===== src/rtl/fp_operand_sweeper_if.sv =====
// rtl/fp_operand_sweeper_if.sv - control and operand-stream bundle for fp_operand_sweeper
interface fp_operand_sweeper_if #(
  parameter int W = 32
);
  logic          start;
  logic [1:0]    mode;
  logic [31:0]   seed_x1;
  logic [31:0]   seed_x2;
  logic          out_ready;
  logic [W-1:0]  x1;
  logic [W-1:0]  x2;
  logic          val;
  logic          last;
  logic          busy;
  logic          done;
  logic [31:0]   vec_cnt;

  // Generator side: takes run control and back-pressure, drives the operand stream.
  modport master (
    input  start, mode, seed_x1, seed_x2, out_ready,
    output x1, x2, val, last, busy, done, vec_cnt
  );

  // Consumer side: issues run control and back-pressure, receives the operand stream.
  modport slave (
    output start, mode, seed_x1, seed_x2, out_ready,
    input  x1, x2, val, last, busy, done, vec_cnt
  );
endinterface


===== src/rtl/fp_operand_sweeper.sv =====
// rtl/fp_operand_sweeper.sv - floating-point operand-pair stimulus generator
module fp_operand_sweeper #(
  parameter int EXP_W      = 8,
  parameter int MAN_W      = 23,
  parameter int RAND_COUNT = 1024
) (
  input  logic                   clk,
  input  logic                   rst,
  fp_operand_sweeper_if.master   bus
);
  localparam int W = 1 + EXP_W + MAN_W;

  localparam logic [1:0] M_DIR   = 2'd0;
  localparam logic [1:0] M_WALK  = 2'd1;
  localparam logic [1:0] M_COUNT = 2'd2;
  localparam logic [1:0] M_RAND  = 2'd3;

  // Largest finite exponent (EMAX-1); EMAX itself is reserved for Inf/NaN.
  localparam logic [EXP_W-1:0] EXP_LAST = {{(EXP_W-1){1'b1}}, 1'b0};
  localparam logic [EXP_W-1:0] E_ONE    = {{(EXP_W-1){1'b0}}, 1'b1};
  localparam logic [MAN_W-1:0] M_ONE    = {{(MAN_W-1){1'b0}}, 1'b1};
  // Both sweep modes end on the largest-magnitude negative finite value.
  localparam logic [W-1:0]     OP_FINAL = {1'b1, EXP_LAST, {MAN_W{1'b1}}};
  localparam logic [31:0]      LFSR_TAP = 32'h8020_0003;
  localparam logic [31:0]      RAND_LAST = 32'(RAND_COUNT);

  typedef enum logic [1:0] {IDLE, RUN, DONE} state_t;

  state_t        state_q, state_n;
  logic [1:0]    mode_q, mode_n;
  logic [W-1:0]  x1_q, x1_n, x2_q, x2_n;
  logic [31:0]   lfsr1_q, lfsr1_n, lfsr2_q, lfsr2_n;
  logic [31:0]   rcnt_q, rcnt_n;
  logic [31:0]   cnt_q, cnt_n;
  logic          val_q, val_n, last_q, last_n;
  logic          busy_q, busy_n, done_q, done_n;

  logic          xfer;
  logic          walk;
  logic [W:0]    adv1, adv2;
  logic [31:0]   step1, step2;
  logic [31:0]   seed1, seed2;
  logic [31:0]   rcnt_inc;

  // Right-shifting Galois LFSR step.
  function automatic logic [31:0] lfsr_step(input logic [31:0] s);
    return s[0] ? ((s >> 1) ^ LFSR_TAP) : (s >> 1);
  endfunction

  // Next operand in a sweep; bit W flags the wrap back to +0 so the outer operand can advance.
  function automatic logic [W:0] advance(input logic [W-1:0] op, input logic walk_mode);
    logic             s;
    logic [EXP_W-1:0] e;
    logic [MAN_W-1:0] m;
    logic             wrap;
    s    = op[W-1];
    e    = op[W-2:MAN_W];
    m    = op[MAN_W-1:0];
    wrap = 1'b0;
    if (&m) begin
      m = '0;
      if (e == EXP_LAST) begin
        // Positive half done -> restart at -0; negative half done -> back to +0.
        e    = '0;
        wrap = s;
        s    = ~s;
      end else begin
        e = e + E_ONE;
      end
    end else if (walk_mode) begin
      m = {m[MAN_W-2:0], 1'b1};
    end else begin
      m = m + M_ONE;
    end
    return {wrap, s, e, m};
  endfunction

  assign xfer     = val_q & bus.out_ready;
  assign walk     = (mode_q == M_WALK);
  assign adv1     = advance(x1_q, walk);
  assign adv2     = advance(x2_q, walk);
  assign step1    = lfsr_step(lfsr1_q);
  assign step2    = lfsr_step(lfsr2_q);
  assign seed1    = (bus.seed_x1 == 32'd0) ? 32'd1 : bus.seed_x1;
  assign seed2    = (bus.seed_x2 == 32'd0) ? 32'd1 : bus.seed_x2;
  assign rcnt_inc = rcnt_q + 32'd1;

  // Next-state and next-output logic: run launch, per-transfer advance and completion.
  always_comb begin
    state_n = state_q;
    mode_n  = mode_q;
    x1_n    = x1_q;
    x2_n    = x2_q;
    lfsr1_n = lfsr1_q;
    lfsr2_n = lfsr2_q;
    rcnt_n  = rcnt_q;
    cnt_n   = cnt_q;
    val_n   = val_q;
    last_n  = last_q;
    busy_n  = busy_q;
    done_n  = done_q;
    case (state_q)
      IDLE, DONE: begin
        if (bus.start) begin
          state_n = RUN;
          mode_n  = bus.mode;
          val_n   = 1'b1;
          busy_n  = 1'b1;
          done_n  = 1'b0;
          cnt_n   = '0;
          rcnt_n  = 32'd1;
          case (bus.mode)
            M_DIR: begin
              x1_n   = bus.seed_x1[W-1:0];
              x2_n   = bus.seed_x2[W-1:0];
              last_n = 1'b1;
            end
            M_WALK, M_COUNT: begin
              x1_n   = '0;
              x2_n   = '0;
              last_n = 1'b0;
            end
            default: begin
              lfsr1_n = seed1;
              lfsr2_n = seed2;
              x1_n    = seed1[W-1:0];
              x2_n    = seed2[W-1:0];
              last_n  = (RAND_LAST == 32'd1);
            end
          endcase
        end
      end
      RUN: begin
        if (xfer) begin
          if (cnt_q != 32'hFFFF_FFFF) cnt_n = cnt_q + 32'd1;
          if (last_q) begin
            state_n = DONE;
            val_n   = 1'b0;
            busy_n  = 1'b0;
            done_n  = 1'b1;
            last_n  = 1'b0;
          end else begin
            case (mode_q)
              M_RAND: begin
                lfsr1_n = step1;
                lfsr2_n = step2;
                x1_n    = step1[W-1:0];
                x2_n    = step2[W-1:0];
                rcnt_n  = rcnt_inc;
                last_n  = (rcnt_inc == RAND_LAST);
              end
              M_WALK, M_COUNT: begin
                x1_n   = adv1[W-1:0];
                if (adv1[W]) x2_n = adv2[W-1:0];
                last_n = (adv1[W-1:0] == OP_FINAL) &&
                         ((adv1[W] ? adv2[W-1:0] : x2_q) == OP_FINAL);
              end
              default: ;
            endcase
          end
        end
      end
      default: state_n = IDLE;
    endcase
  end

  // State and output registers; asynchronous reset returns everything to idle zero.
  always_ff @(posedge clk or posedge rst) begin
    if (rst) begin
      state_q <= IDLE;
      mode_q  <= M_DIR;
      x1_q    <= '0;
      x2_q    <= '0;
      lfsr1_q <= 32'd1;
      lfsr2_q <= 32'd1;
      rcnt_q  <= '0;
      cnt_q   <= '0;
      val_q   <= 1'b0;
      last_q  <= 1'b0;
      busy_q  <= 1'b0;
      done_q  <= 1'b0;
    end else begin
      state_q <= state_n;
      mode_q  <= mode_n;
      x1_q    <= x1_n;
      x2_q    <= x2_n;
      lfsr1_q <= lfsr1_n;
      lfsr2_q <= lfsr2_n;
      rcnt_q  <= rcnt_n;
      cnt_q   <= cnt_n;
      val_q   <= val_n;
      last_q  <= last_n;
      busy_q  <= busy_n;
      done_q  <= done_n;
    end
  end

  assign bus.x1      = x1_q;
  assign bus.x2      = x2_q;
  assign bus.val     = val_q;
  assign bus.last    = last_q;
  assign bus.busy    = busy_q;
  assign bus.done    = done_q;
  assign bus.vec_cnt = cnt_q;
endmodule

===== src/flat_wrapper.sv =====
// flat-port wrapper written by rule: the top's interface ports become plain ports
module fp_operand_sweeper_flat 
#(
  parameter int EXP_W      = 8,
  parameter int MAN_W      = 23,
  parameter int RAND_COUNT = 1024
)
  (clk, rst, bus_start, bus_mode, bus_seed_x1, bus_seed_x2, bus_out_ready, bus_x1, bus_x2, bus_val, bus_last, bus_busy, bus_done, bus_vec_cnt);
  fp_operand_sweeper_if bus_i ();
  input  logic clk;
  input  logic rst;
  input wire logic [$bits(bus_i.start)-1:0] bus_start;
  input wire logic [$bits(bus_i.mode)-1:0] bus_mode;
  input wire logic [$bits(bus_i.seed_x1)-1:0] bus_seed_x1;
  input wire logic [$bits(bus_i.seed_x2)-1:0] bus_seed_x2;
  input wire logic [$bits(bus_i.out_ready)-1:0] bus_out_ready;
  output wire logic [$bits(bus_i.x1)-1:0] bus_x1;
  output wire logic [$bits(bus_i.x2)-1:0] bus_x2;
  output wire logic [$bits(bus_i.val)-1:0] bus_val;
  output wire logic [$bits(bus_i.last)-1:0] bus_last;
  output wire logic [$bits(bus_i.busy)-1:0] bus_busy;
  output wire logic [$bits(bus_i.done)-1:0] bus_done;
  output wire logic [$bits(bus_i.vec_cnt)-1:0] bus_vec_cnt;
  assign bus_i.start = bus_start;
  assign bus_i.mode = bus_mode;
  assign bus_i.seed_x1 = bus_seed_x1;
  assign bus_i.seed_x2 = bus_seed_x2;
  assign bus_i.out_ready = bus_out_ready;
  assign bus_x1 = bus_i.x1;
  assign bus_x2 = bus_i.x2;
  assign bus_val = bus_i.val;
  assign bus_last = bus_i.last;
  assign bus_busy = bus_i.busy;
  assign bus_done = bus_i.done;
  assign bus_vec_cnt = bus_i.vec_cnt;
  fp_operand_sweeper #(.EXP_W(EXP_W), .MAN_W(MAN_W), .RAND_COUNT(RAND_COUNT)) u_core (.clk(clk), .rst(rst), .bus(bus_i));
endmodule

===== config.mk =====
export PLATFORM = sky130hd
export DESIGN_NAME = fp_operand_sweeper_flat
export DESIGN_NICKNAME = d
export VERILOG_FILES = /design/src/rtl/fp_operand_sweeper_if.sv /design/src/rtl/fp_operand_sweeper.sv /design/src/flat_wrapper.sv
export SDC_FILE = /design/constraint.sdc
export NUM_CORES = 1
export LEC_CHECK = 0
export CAP_MARGIN = 20
export CORE_MARGIN = 1
export CORE_UTILIZATION = 55
export DETAILED_ROUTE_END_ITERATION = 8
export PLACE_DENSITY = 0.83
export SKIP_LAST_GASP = 1
export SLEW_MARGIN = 30
export SYNTH_ARGS = -nofsm -noshare
export SYNTH_HDL_FRONTEND = slang
export SYNTH_SLANG_ARGS = --single-unit
export TNS_END_PERCENT = 10

===== constraint.sdc =====
create_clock -name clk -period 10.8 [get_ports clk]
set_input_delay 3.24 -clock clk [delete_from_list [all_inputs] [get_ports clk]]
set_output_delay 3.24 -clock clk [all_outputs]
set_load 0.005 [all_outputs]

==> out/qor.yml <==
clock_network:
  post_cts_buffers: 0
  clkTransAtPathRegs_ns: 0.08
  cts_max_path_buffers: 2
  cts_tree: "done"
  clock_latency_ns: 0.45
  cts_resized: 0
  cts_buffers: 17
  clock-sinks: 199
  h-tree-depth: 4
  root_buffer: "clkbuf_16"
  cts_hold_buf: 0
worst_setup_path:
  path_class: "in -> reg"
  slowest_stage: "a21oi_2"
  crit_start: "bus_start"
  path_cells: "clkdlybuf4s50_1 > nor2b_2 > buf_4 > a31oi_1 > buf_4 > a21oi_2 > o21a_4 > buf_12 > o21ai_0 > a22oi_1"
  critPathCaptureType: "register"
  cp-start-kind: "input port"
  timing.rr.start: "u_core.bus.x1[1]"
  crit_path_end: "u_core.lfsr2_q[0]"
  max_stage_delay_ns: 0.60
  crit_path_max_fanout: 42
  ff2ff_setup_slack_ns: 6.57
  reg2reg_depth: 10
  crit_path_frequent_cell: "buf_4"
  r2r_end: "u_core.bus.last"
  crit_required_ns: 11.16
  worstPathArrival_ns: 6.24
synth:
  synthCells: 1708
  synth_ff_type: "dfrtp_1"
  async_reset_ff_share_pct: 100
  ys_seq_area_share_pct: 38.3
  synth_top_area_share_pct: 37.9
  syn_area_um2: 13000
  yosysTopAreaCell: "dfrtp_1"
  synth_area_per_cell_um2: 7.62
  synth.distinct_cells: 73
  syn_nets: 1791
  synth_seq_cells: 199
  synthTopCellsByArea: "dfrtp_1 38%, nor2_1 7.3%, nand2_1 7.1%"
  synth-edff-count: 0
  yosys_warnings: 0
route:
  detail_route.wl_per_cell_um: 18.4
  first_pass_iters: 6
  num_vias: 13537
  viasPerCell: 6.42
  postRouteAntennaNets: 0
  route.detailed.drc: 0
  dr.first_iter.drc_count: 1372
  routed_wl_um: 38900
sta:
  fin_worst_hold_slack_ns: 0.504
  slew_headroom_pct: 34.2
  post-route-period-util_pct: 54.4
  clock-skew-final_ns: 0.0125
  max_freq_mhz: 170
  final_hold_viol_count: 0
  setup_viol: 0
  finalSetupTns_ns: 0
  rsz0062_at_grt: "no"
  slew_viol_final: 0
  fin_crit_ns: 5.88
  worst_pin_slew_ns: 0.986
outcome:
  outcome: "finished clean"
final_layout:
  utilization_pct: 67.2
  multi_input_area_um2: 7490
  area_growth_pct: 18.3
  nets: 1866
  regArea_um2: 4980
  layout-drive-gt1-share_pct: 4.84
  fillers: 1890
flow_run:
  maxCapViolations: 0
grt:
  grt_use_total_pct: 32.1
  grt_antenna_before_repair: 1
  grt_pass1_wl_um: 62800
  busiest_layer: "met2"
  grtUsageMet2_pct: 50.1
  grt_use_met3_pct: 6.56
  gr-total-overflow: 0
  globalRouteMet1Util_pct: 43.2
  grt_start_max_net_pins: 127
  grt_pass1_vias: 12296
floorplan:
  boundaryPins: 170
  num_rows: 55
  dieHeight_um: 156
  die-area_um2: 24300
  core_um2: 22900
  die_w_um: 156
  start_util_pct: 56.8
power:
  fin_total_pwr_w: 0.00299
  leakage_nw: 6.09
  powerDensity_nw_per_um2: 194
  irDropWorstVdd_uv: 117
min_path:
  hold_path.class: "reg -> reg"
placed_design:
  place.gp.congestion: 0.946
  hpwl_um: 26500
  io_buffers: 169
## worst max-delay path, delay by kind of cell
family / cells / cell delay [ns]
AO/OA/AOI/OAI: 5 / 1.51
buffers and inverters: 4 / 1.31
AND/OR/NAND/NOR: 1 / 0.14
## power breakdown
part	switching, W	internal (W)	leakage [nW]
clock	0.000340	0.000315	0.291
sequential	0.000314	0.000931	2.31
combinational	0.000551	0.000544	3.48
## flip-flops by register name, summed over array words and instances, names as in the netlist
signal and count:
u_core.bus.vec_cnt 32, u_core.bus.x1 32, u_core.bus.x2 32, u_core.lfsr1_q 32, u_core.lfsr2_q 32, u_core.rcnt_q 32
u_core.mode_q 2, u_core.state_q 2, u_core.bus.done 1, u_core.bus.last 1, u_core.bus.val 1
## Yosys cell counts, types with 13 or more instances
cell type / n
a211oi_1: 21
a21oi_1: 159
a22oi_1: 20
a31oi_1: 94
and3_1: 23
buf_2: 17
clkbuf_1: 95
dfrtp_1: 197
ha_1: 13
inv_1: 19
mux2i_1: 13
nand2_1: 246
nand3_1: 63
nand4_1: 34
nor2_1: 254
nor2b_1: 13
nor3_1: 32
nor4_1: 27
o211ai_1: 17
o21ai_0: 121
o2bb2ai_1: 14
xnor2_1: 21
xor2_1: 24
## layout by cell type (no fill, tap or decap), types with 7 or more instances in the layout
master / netlist / routed
nor2_1: 254 / 252
nand2_1: 246 / 246
dfrtp_1: 197 / 197
clkdlybuf4s50_1: 0 / 169
a21oi_1: 159 / 157
o21ai_0: 121 / 121
a31oi_1: 94 / 94
nand3_1: 63 / 63
nand4_1: 34 / 34
nor3_1: 32 / 31
nor4_1: 27 / 27
xor2_1: 24 / 24
and3_1: 23 / 23
xnor2_1: 21 / 21
a211oi_1: 21 / 21
a22oi_1: 20 / 20
inv_1: 19 / 18
o211ai_1: 17 / 17
clkbuf_16: 0 / 17
o2bb2ai_1: 14 / 14
mux2i_1: 13 / 13
o31ai_1: 12 / 12
buf_4: 6 / 12
and4_1: 11 / 11
nor2b_1: 13 / 11
ha_1: 13 / 11
and2_1: 9 / 9
or2_2: 8 / 8
a21o_1: 7 / 7
or4_1: 7 / 7
## per-stage QoR
step	area (um^2)	cells	worst slack, ns
floorplan	13000	1708	2.14
global placement	14700	2075	3.83
detailed placement	14800	2077	4.48
CTS	15400	2109	4.95
global route	15400	2109	4.69
finish	15400	2110	4.92
## area by class of cell
cell class | count | area share [%]
Inverter | 19 | 0.544
Clock buffer | 17 | 2.76
Multi-Input combinational cell | 1361 | 48.6
Sequential cell | 199 | 32.4
Timing Repair Buffer | 185 | 12.0
Clock inverter | 15 | 1.17
Antenna cell | 1 | 0.0162
Tap cell | 313 | 2.54
## how the worst min path moves through the flow
stage,startpoint,endpoint,cells past startpoint
2_1_floorplan,u_core.lfsr2_q[21],u_core.lfsr2_q[21],2
3_3_place_gp,u_core.bus.done,u_core.bus.done,2
3_5_place_dp,u_core.bus.done,u_core.bus.done,2
4_1_cts,u_core.bus.done,u_core.bus.done,2
5_1_grt,u_core.bus.done,u_core.bus.done,2
6_report,u_core.bus.done,u_core.bus.done,2
## routing by layer
| metal | part of all wire, % | up-vias |
|---|---|---|
| met5 | 0 | - |
| met4 | 3.6 | 0 |
| met3 | 9.0 | 116 |
| met2 | 46 | 706 |
| met1 | 41 | 6408 |
| li1 | - | 6307 |
## cells by family after synthesis
kind of cell               after synthesis  synth area share, %
AOI/OAI and AO/OA                      518                 24.0
DFF                                    199                 38.3
and+or+nand+nor                        766                 27.2
adders and majority gates               13                 1.25
buffers and inverters                  148                 4.66
xor gates and xnor gates                45                 3.03
muxes                                   19                 1.52
(Power assumes the default switching activity.)
